**config.mk**
```make
export PLATFORM = sky130hd
export DESIGN_NAME = biquad8_coeff_loader
export DESIGN_NICKNAME = d
export VERILOG_FILES = /design/src/rtl/biquad_pkg.sv /design/src/rtl/biquad8_coeff_loader.sv
export SDC_FILE = /design/constraint.sdc
export NUM_CORES = 1
export LEC_CHECK = 0
export ABC_AREA = 1
export BUFFER_PORTS_ARGS = -buffer_cell sky130_fd_sc_hd__buf_4
export CAP_MARGIN = 25
export CORE_MARGIN = 3
export CORE_UTILIZATION = 31
export CTS_CLUSTER_DIAMETER = 50
export DETAILED_ROUTE_END_ITERATION = 16
export HOLD_SLACK_MARGIN = 0.03
export SLEW_MARGIN = 0
export SYNTH_ARGS = -nofsm -noshare
export SYNTH_HDL_FRONTEND = slang
export SYNTH_SLANG_ARGS = --single-unit
```
**constraint.sdc**
```tcl
create_clock -name clk -period 1.5 [get_ports clk]
set_input_delay 0.3 -clock clk [delete_from_list [all_inputs] [get_ports clk]]
set_output_delay 0.3 -clock clk [all_outputs]
set_load 0.1 [all_outputs]
```
**src/rtl/biquad_pkg.sv**
```systemverilog
// Shared definitions for the biquad coefficient path: default word width,
// loader FSM states and the DSP-pair word ordering.
package biquad_pkg;

    localparam int COEFF_BITS_DEF = 18;

    // The cascaded B-register chain expects the highest address first.
    localparam bit HIGH_WORD_FIRST = 1'b1;

    typedef enum logic [2:0] {
        IDLE,
        SNAP,
        SHIFT,
        GAP,
        UPDATE
    } state_e;

endpackage

```
**src/rtl/biquad8_coeff_loader.sv**
```systemverilog
// Shadow-bank coefficient loader: snapshot on commit, serialize onto the biquad
// coefficient bus, then strobe update. Optional readback via BIQUAD_COEFF_READBACK_EN.
module biquad8_coeff_loader
    import biquad_pkg::*;
#(
    parameter int COEFF_BITS = COEFF_BITS_DEF,
    parameter int NWORDS     = 2,
    parameter int ADR_BITS   = 1,
    parameter int UPDATE_GAP = 2
) (
    input  logic                  clk,
    input  logic                  rst_n,
    input  logic [ADR_BITS-1:0]   host_adr_i,
    input  logic [COEFF_BITS-1:0] host_dat_i,
    input  logic                  host_wr_i,
    input  logic                  host_commit_i,
    output logic                  busy_o,
    output logic                  done_o,
    output logic [COEFF_BITS-1:0] coeff_dat_o,
    output logic                  coeff_wr_o,
`ifdef BIQUAD_COEFF_READBACK_EN
    input  logic [ADR_BITS-1:0]   rb_adr_i,
    output logic [COEFF_BITS-1:0] rb_dat_o,
`endif
    output logic                  coeff_update_o
);

    localparam int              WIDX     = (NWORDS > 1) ? $clog2(NWORDS) : 1;
    localparam logic [WIDX-1:0] LAST_IDX = WIDX'(NWORDS - 1);
    localparam logic [3:0]      GAP_LOAD = 4'((UPDATE_GAP > 0) ? UPDATE_GAP - 1 : 0);

    state_e                  state_q, state_d;
    logic                    pending_q, pending_d;
    logic [WIDX-1:0]         word_cnt_q, word_cnt_d;
    logic [3:0]              gap_cnt_q, gap_cnt_d;
    logic [COEFF_BITS-1:0]   shadow_q [NWORDS];
    logic [COEFF_BITS-1:0]   shadow_d [NWORDS];
    logic [COEFF_BITS-1:0]   snap_q [NWORDS];
    logic [COEFF_BITS-1:0]   snap_d [NWORDS];
    logic                    busy_q, busy_d;
    logic                    wr_q, wr_d;
    logic                    upd_q, upd_d;
    logic [COEFF_BITS-1:0]   dat_q, dat_d;
    logic [WIDX-1:0]         sel_idx;
    logic [COEFF_BITS-1:0]   src_word;

    always_comb begin
        shadow_d = shadow_q;
        if (host_wr_i && (int'(host_adr_i) < NWORDS)) begin
            shadow_d[host_adr_i[WIDX-1:0]] = host_dat_i;
        end
    end

    always_comb begin
        state_d    = state_q;
        pending_d  = pending_q;
        word_cnt_d = word_cnt_q;
        gap_cnt_d  = gap_cnt_q;
        snap_d     = snap_q;

        case (state_q)
            IDLE: begin
                if (host_commit_i || pending_q) begin
                    state_d   = SNAP;
                    pending_d = 1'b0;
                end
            end
            SNAP: begin
                snap_d     = shadow_q;
                word_cnt_d = LAST_IDX;
                state_d    = SHIFT;
            end
            SHIFT: begin
                if (word_cnt_q == '0) begin
                    if (UPDATE_GAP == 0) begin
                        state_d = UPDATE;
                    end else begin
                        state_d   = GAP;
                        gap_cnt_d = GAP_LOAD;
                    end
                end else begin
                    word_cnt_d = word_cnt_q - 1'b1;
                end
            end
            GAP: begin
                if (gap_cnt_q == '0) begin
                    state_d = UPDATE;
                end else begin
                    gap_cnt_d = gap_cnt_q - 1'b1;
                end
            end
            UPDATE: state_d = IDLE;
            default: state_d = IDLE;
        endcase

        // A commit that arrives while a sequence is in flight (UPDATE included) is deferred.
        if (host_commit_i && (state_q != IDLE)) begin
            pending_d = 1'b1;
        end
    end

    // Outputs are registered from the next state; on SNAP->SHIFT the snapshot is not yet loaded.
    always_comb begin
        sel_idx  = HIGH_WORD_FIRST ? word_cnt_d : (LAST_IDX - word_cnt_d);
        src_word = (state_q == SNAP) ? shadow_q[sel_idx] : snap_q[sel_idx];
        busy_d   = (state_d != IDLE);
        wr_d     = (state_d == SHIFT);
        upd_d    = (state_d == UPDATE);
        dat_d    = wr_d ? src_word : dat_q;
    end

    always_ff @(posedge clk or negedge rst_n) begin
        if (!rst_n) begin
            state_q    <= IDLE;
            pending_q  <= 1'b0;
            word_cnt_q <= '0;
            gap_cnt_q  <= '0;
            busy_q     <= 1'b0;
            wr_q       <= 1'b0;
            upd_q      <= 1'b0;
            dat_q      <= '0;
            for (int i = 0; i < NWORDS; i++) begin
                shadow_q[i] <= '0;
                snap_q[i]   <= '0;
            end
        end else begin
            state_q    <= state_d;
            pending_q  <= pending_d;
            word_cnt_q <= word_cnt_d;
            gap_cnt_q  <= gap_cnt_d;
            busy_q     <= busy_d;
            wr_q       <= wr_d;
            upd_q      <= upd_d;
            dat_q      <= dat_d;
            shadow_q   <= shadow_d;
            snap_q     <= snap_d;
        end
    end

    assign busy_o         = busy_q;
    assign done_o         = upd_q;
    assign coeff_wr_o     = wr_q;
    assign coeff_update_o = upd_q;
    assign coeff_dat_o    = dat_q;

`ifdef BIQUAD_COEFF_READBACK_EN
    logic [COEFF_BITS-1:0] active_q [NWORDS];
    logic [COEFF_BITS-1:0] active_d [NWORDS];
    logic [COEFF_BITS-1:0] rb_dat_q, rb_dat_d;

    // The active bank mirrors what the filter is actually running since the last strobe.
    always_comb begin
        active_d = active_q;
        if (state_q == UPDATE) begin
            active_d = snap_q;
        end
        rb_dat_d = (int'(rb_adr_i) < NWORDS) ? active_q[rb_adr_i[WIDX-1:0]] : '0;
    end

    always_ff @(posedge clk or negedge rst_n) begin
        if (!rst_n) begin
            rb_dat_q <= '0;
            for (int i = 0; i < NWORDS; i++) begin
                active_q[i] <= '0;
            end
        end else begin
            rb_dat_q <= rb_dat_d;
            active_q <= active_d;
        end
    end

    assign rb_dat_o = rb_dat_q;
`endif

endmodule

```
Word-level counts from Yosys, hierarchy flattened
Index checks and enable logic that the tools add are counted.
{ "totals": {"reg_bits": 102, "in_bits": 23, "output_inout_bits": 22, "elab_cells": 60} }
{ "op_classes": {"n_addsub": 2, "magnitude_cmp": 3, "eq_ne": 7, "muxes": 22, "n_bitwise": 2, "n_reduce_logical": 12} }
{ "ops": {"columns": ["cell", "n"], "rows": [
  ["two-way mux 18 bit", 8],
  ["bitwise mux 36 bit", 1],
  ["demux 18 bit (select 1 bit)", 1],
  ["one-hot mux 3 bit (4 select lines)", 1],
  ["== test 3 x 2 -> 1 bit, second input constant", 3],
  ["two-way mux 3 bit", 3],
  ["two-way mux 4 bit", 2],
  ["one-hot mux 4 bit (2 select lines)", 1],
  ["nonzero test 2 bit", 3],
  ["nonzero test 3 bit", 2],
  [">= comparator 2 bit, second input constant", 2],
  ["logical NOT 4 bit", 1],
  ["two-way mux 1 bit", 4],
  ["inequality test 2 bit, second input constant", 2],
  ["NOT 1 -> 2 bit", 2],
  ["subtractor 4 x 1 -> 4 bit, second input constant", 1],
  ["== test 3 x 1 -> 1 bit, second input constant", 1],
  ["== test 3 bit, second input constant", 1],
  ["logical NOT 3 bit", 1],
  ["AND reduction 3 bit", 1],
  ["logical AND 1 bit", 2],
  ["less-than comparator 2 x 1 -> 1 bit, second input constant", 1],
  ["one-hot mux 1 bit (2 select lines)", 1],
  ["AND reduction 2 bit", 1],
  ["other kinds (2)", 2]
]} }

Depth between registers and ports, before layout
{ "logic_depth": {"word_depth": 8, "ltp_mapped": 9, "mapped_depth_nobuf": 9} }

Least setup slack after synthesis
OpenSTA, ideal clock, no wires.
{ "synth_path": {"path_kind": "register to output", "start": "register upd_q, in the netlist coeff_update_o", "end": "output done_o", "arrival_time_ns": 1.324, "t_required_ns": 1.200, "slack_ns": -0.124, "stages_incl_launch_ff": 2, "n_path_buf": 1, "path_cell_list": "dfrtp_1 -> buf_4"} }
{ "synth_rtl": {"columns": ["element", "line", "text"], "rows": [
  ["start: declaration", "biquad8_coeff_loader.sv:42", "logic upd_q, upd_d;"],
  ["start signal: assignment", "biquad8_coeff_loader.sv:133", "upd_q <= upd_d;"],
  ["end: declaration", "biquad8_coeff_loader.sv:18", "output logic done_o,"]
]} }
No word-level cell between the ends.

Worst setup path after layout
{ "layout_path": {"start": "register gap_cnt_q[0]", "end": "register dat_q[16], in the netlist coeff_dat_o[16]"} }
{ "layout_via": {"elab_chain_cells": 4} }
{ "layout_rtl": {"columns": ["element", "line", "text"], "rows": [
  ["start: declaration", "biquad8_coeff_loader.sv:35", "logic [3:0] gap_cnt_q, gap_cnt_d;"],
  ["start signal: assignment", "biquad8_coeff_loader.sv:130", "gap_cnt_q <= gap_cnt_d;"],
  ["logical NOT 4 bit", "biquad8_coeff_loader.sv:86", "if (gap_cnt_q == '0) begin"],
  ["two-way mux 3 bit", "biquad8_coeff_loader.sv:86", null],
  ["one-hot mux 3 bit (4 select lines)", "biquad8_coeff_loader.sv:61", "case (state_q)"],
  ["== test 3 x 2 -> 1 bit", "biquad8_coeff_loader.sv:107", "wr_d = (state_d == SHIFT);"],
  ["end signal: assignment", "biquad8_coeff_loader.sv:134", "dat_q <= dat_d;"],
  ["end: declaration", "biquad8_coeff_loader.sv:43", "logic [COEFF_BITS-1:0] dat_q, dat_d;"]
]} }
Every way passes these cells.
A chain may end at the register's enable or synchronous reset.

==> impl_metrics.yaml <==
status:
  status: "finished clean"
yosys:
  synth_edf_count: 0
  ys_ff_latch: 102
  synth-seq-area-share: 0.588
  ys.flop_type: "dfrtp_1"
  avgSynthCellArea_sq_um: 8.60
  synthArstFlopShare: 1.00
  yosysWarningCount: 0
  synth_cells: 505
  syn-num-nets: 529
  synth_cell_type_count: 22
  syn_area_sq_um: 4340
global_routing:
  grt_overflow: 0
  grt_pass1_wl_um: 14600
  antenna_found_initial: 0
  grt_max_degree: 72
  grt_pass1_vias: 3037
  grt_use_total: 0.113
setup_path:
  critPathTopFamily: "simple AND/OR/NAND/NOR gates"
  r2r-end: "coeff_dat_o[16]$_DFFE_PN0N_"
  critical_path.max_fanout: 23
  cp_num_buf_inv: 2
  crit_type: "register to register"
  worstPathArrival_ps: 1650
  cp.required_ps: 1720
  critical_path.cell_chain: "inv_1 -> ha_4 -> nand3_2 -> nand2_4 -> nand4_4 -> buf_12 -> nand2_1 -> o21ai_1"
  worst_path_max_delay_cell: "dfrtp_1"
  critPathCaptureType: "register"
  r2r_start: "gap_cnt_q[0]$_DFFE_PN0P_"
  reg2reg_slack_ps: 70
  start_kind: "register"
  ff2ff_path_depth: 8
  max_stage_delay_ps: 380
cells_and_area:
  area_delta_synth_final_pct: 22.1
  multi_input_area_sq_um: 1370
  diodes: 0
  finalNetCount: 580
  final_util: 0.394
  fillers: 1383
  seqCellArea_sq_um: 2560
  drive_gt1_frac: 0.161
  fin_area_sq_um: 5300
sta:
  setup_violations: 0
  slew_viol_final: 0
  period_share: 0.953
  fin_crit_ps: 1430
  fmax_ghz: 0.700
  tightestPinTransition_ps: 397
  slew_headroom: 0.735
  finalHoldViolCount: 0
  skew_ps: 6.10
  setup_tns_ps: 0
  rsz0062_at_grt: "yes"
clock_tree:
  clk_latency_ps: 330
  clkSlewWorstSetupHoldPaths_ps: 60
  cts_tree: "done"
  clockRootBuffer: "clkbuf_16"
  cts_max_path_buffers: 2
  cts_max_level: 3
  cts.sinks: 102
  numCtsBuffers: 9
floorplan:
  die_h_um: 124
  start_util: 0.323
  die_area_sq_um: 15500
  coreArea_sq_um: 13500
  ios: 45
  rows: 42
  die_x_um: 124
detailed_routing:
  viasPerCell: 4.26
  wl_per_cell_um: 11.9
  drt_iter0_drc: 286
  drc: 0
  ant_nets: 0
  wirelength_um: 8720
  first_pass_iters: 4
  vias: 3134
worst_hold_path:
  hold_path_class: "input port to register"
  holdPathEnd: "shadow_q[34]$_DFFE_PN0P_"
  min_from: "host_dat_i[16]"
  min_delay_path_depth: 3
place:
  io_buffers: 44
  place.gp.congestion: 0.744
  place_area_sq_um: 4920
  dp_hpwl_um: 6040
job:
  cap_viol_max_count: 0
==> worst min-delay path, stage by stage <==
cell and delay [ps]:
buf_4 110, inv_1 50, o21ai_0 70
==> cell usage after synthesis, types with 3 or more instances <==
cell type  instances  area [sq um]
o21ai_0           62           310
dfrtp_1          102          2550
clkbuf_1           7          26.3
o21ai_1           11          55.1
nor2_1            12          45.0
nand3_1            4          20.0
buf_2              6          30.0
inv_1             87           327
buf_6              3          33.8
buf_4              5          37.5
nand2_2            3          18.8
nand3b_1          18           135
nand2_1          176           661
==> worst max-delay path by stage <==
stage / from / to / slack, ps / depth (start not counted)
2_1_floorplan: gap_cnt_q[0]$_DFFE_PN0P_ / coeff_dat_o[10]$_DFFE_PN0N_ / 50 / 8
3_3_place_gp: state_q[1]$_DFF_PN0_ / coeff_dat_o[17]$_DFFE_PN0N_ / 50 / 7
3_5_place_dp: gap_cnt_q[1]$_DFFE_PN0P_ / coeff_dat_o[5]$_DFFE_PN0N_ / -8 / 7
4_1_cts: gap_cnt_q[1]$_DFFE_PN0P_ / coeff_dat_o[3]$_DFFE_PN0N_ / 2 / 7
5_1_grt: gap_cnt_q[0]$_DFFE_PN0P_ / busy_o$_DFF_PN0_ / -30 / 9
6_report: gap_cnt_q[0]$_DFFE_PN0P_ / coeff_dat_o[16]$_DFFE_PN0N_ / 70 / 8
==> per-layer routing <==
metal | up-vias | track usage | share of wire
met5 | - | 0 | 0
met4 | 0 | 0.0355 | 0.011
met3 | 8 | 0.0227 | 0.031
met2 | 55 | 0.168 | 0.44
met1 | 1438 | 0.167 | 0.52
li1 | 1633 | - | -
==> sequential cells by signal, indices dropped and copies added (netlist names) <==
signal          flops
gap_cnt_q           4
coeff_dat_o        18
coeff_update_o      1
coeff_wr_o          1
busy_o              1
pending_q           1
word_cnt_q          1
snap_q             36
state_q             3
shadow_q           36
==> metrics by stage <==
stage                     hold slack, ps  setup WS, ps  cells
after CTS                            238          2.01    735
after floorplan                     4.41          45.8    505
after global placement               361          50.6    718
final                                243          71.2    736
after global routing                 255         -30.3    736
after detailed placement             366         -8.43    718
==> cells by family (layout without fill, tap and decap cells) <==
kind of cell,count (synthesis),count (layout),synth area share
compound gates,77,77,0.0922
fa+ha+maj,1,1,0.00288
buf+inv,109,164,0.105
flops,102,102,0.588
simple gates,216,216,0.212
==> area by class of cell <==
type | count | area share
clock buffer | 11 | 0.0458
clock inverter | 4 | 0.00897
inverter | 88 | 0.0623
multi-input combinational | 294 | 0.259
sequential | 102 | 0.482
tap | 176 | 0.0415
timing repair buffer | 61 | 0.0999
==> what timing repair did <==
action / in CTS / in global routing
pin swaps: 1 / 3
gates cloned: 0 / 0
hold endpoints to repair: 71 / 0
hold buffers: 1 / 0
setup buffers: 1 / 1
gates resized for setup: 1 / 18
endpoints found under the setup margin: 1 / 38
==> cell usage in the layout (no fill, tap or decap) <==
cell           count
a21boi_0           1
a21oi_1            1
a21oi_4            1
buf_12             4
buf_4             52
buf_6              3
buf_8              1
bufinv_16          1
clkbuf_1           1
clkbuf_16          9
clkbuf_8           1
clkinv_2           2
clkinvlp_4         1
dfrtp_1           99
dfrtp_2            3
dlygate4sd3_1      1
ha_4               1
inv_1             86
inv_2              2
nand2_1          175
nand2_2            1
nand2_4            3
nand3_1            2
nand3_2            2
nand3b_1          18
nand4_1            1
nand4_4            1
nor2_1            11
nor2_2             1
nor2_4             1
o21ai_0           60
o21ai_1           13
o22ai_1            1
Power is not shown: default switching activity piles up to over one toggle a cycle in this logic, so the estimate is an artifact.
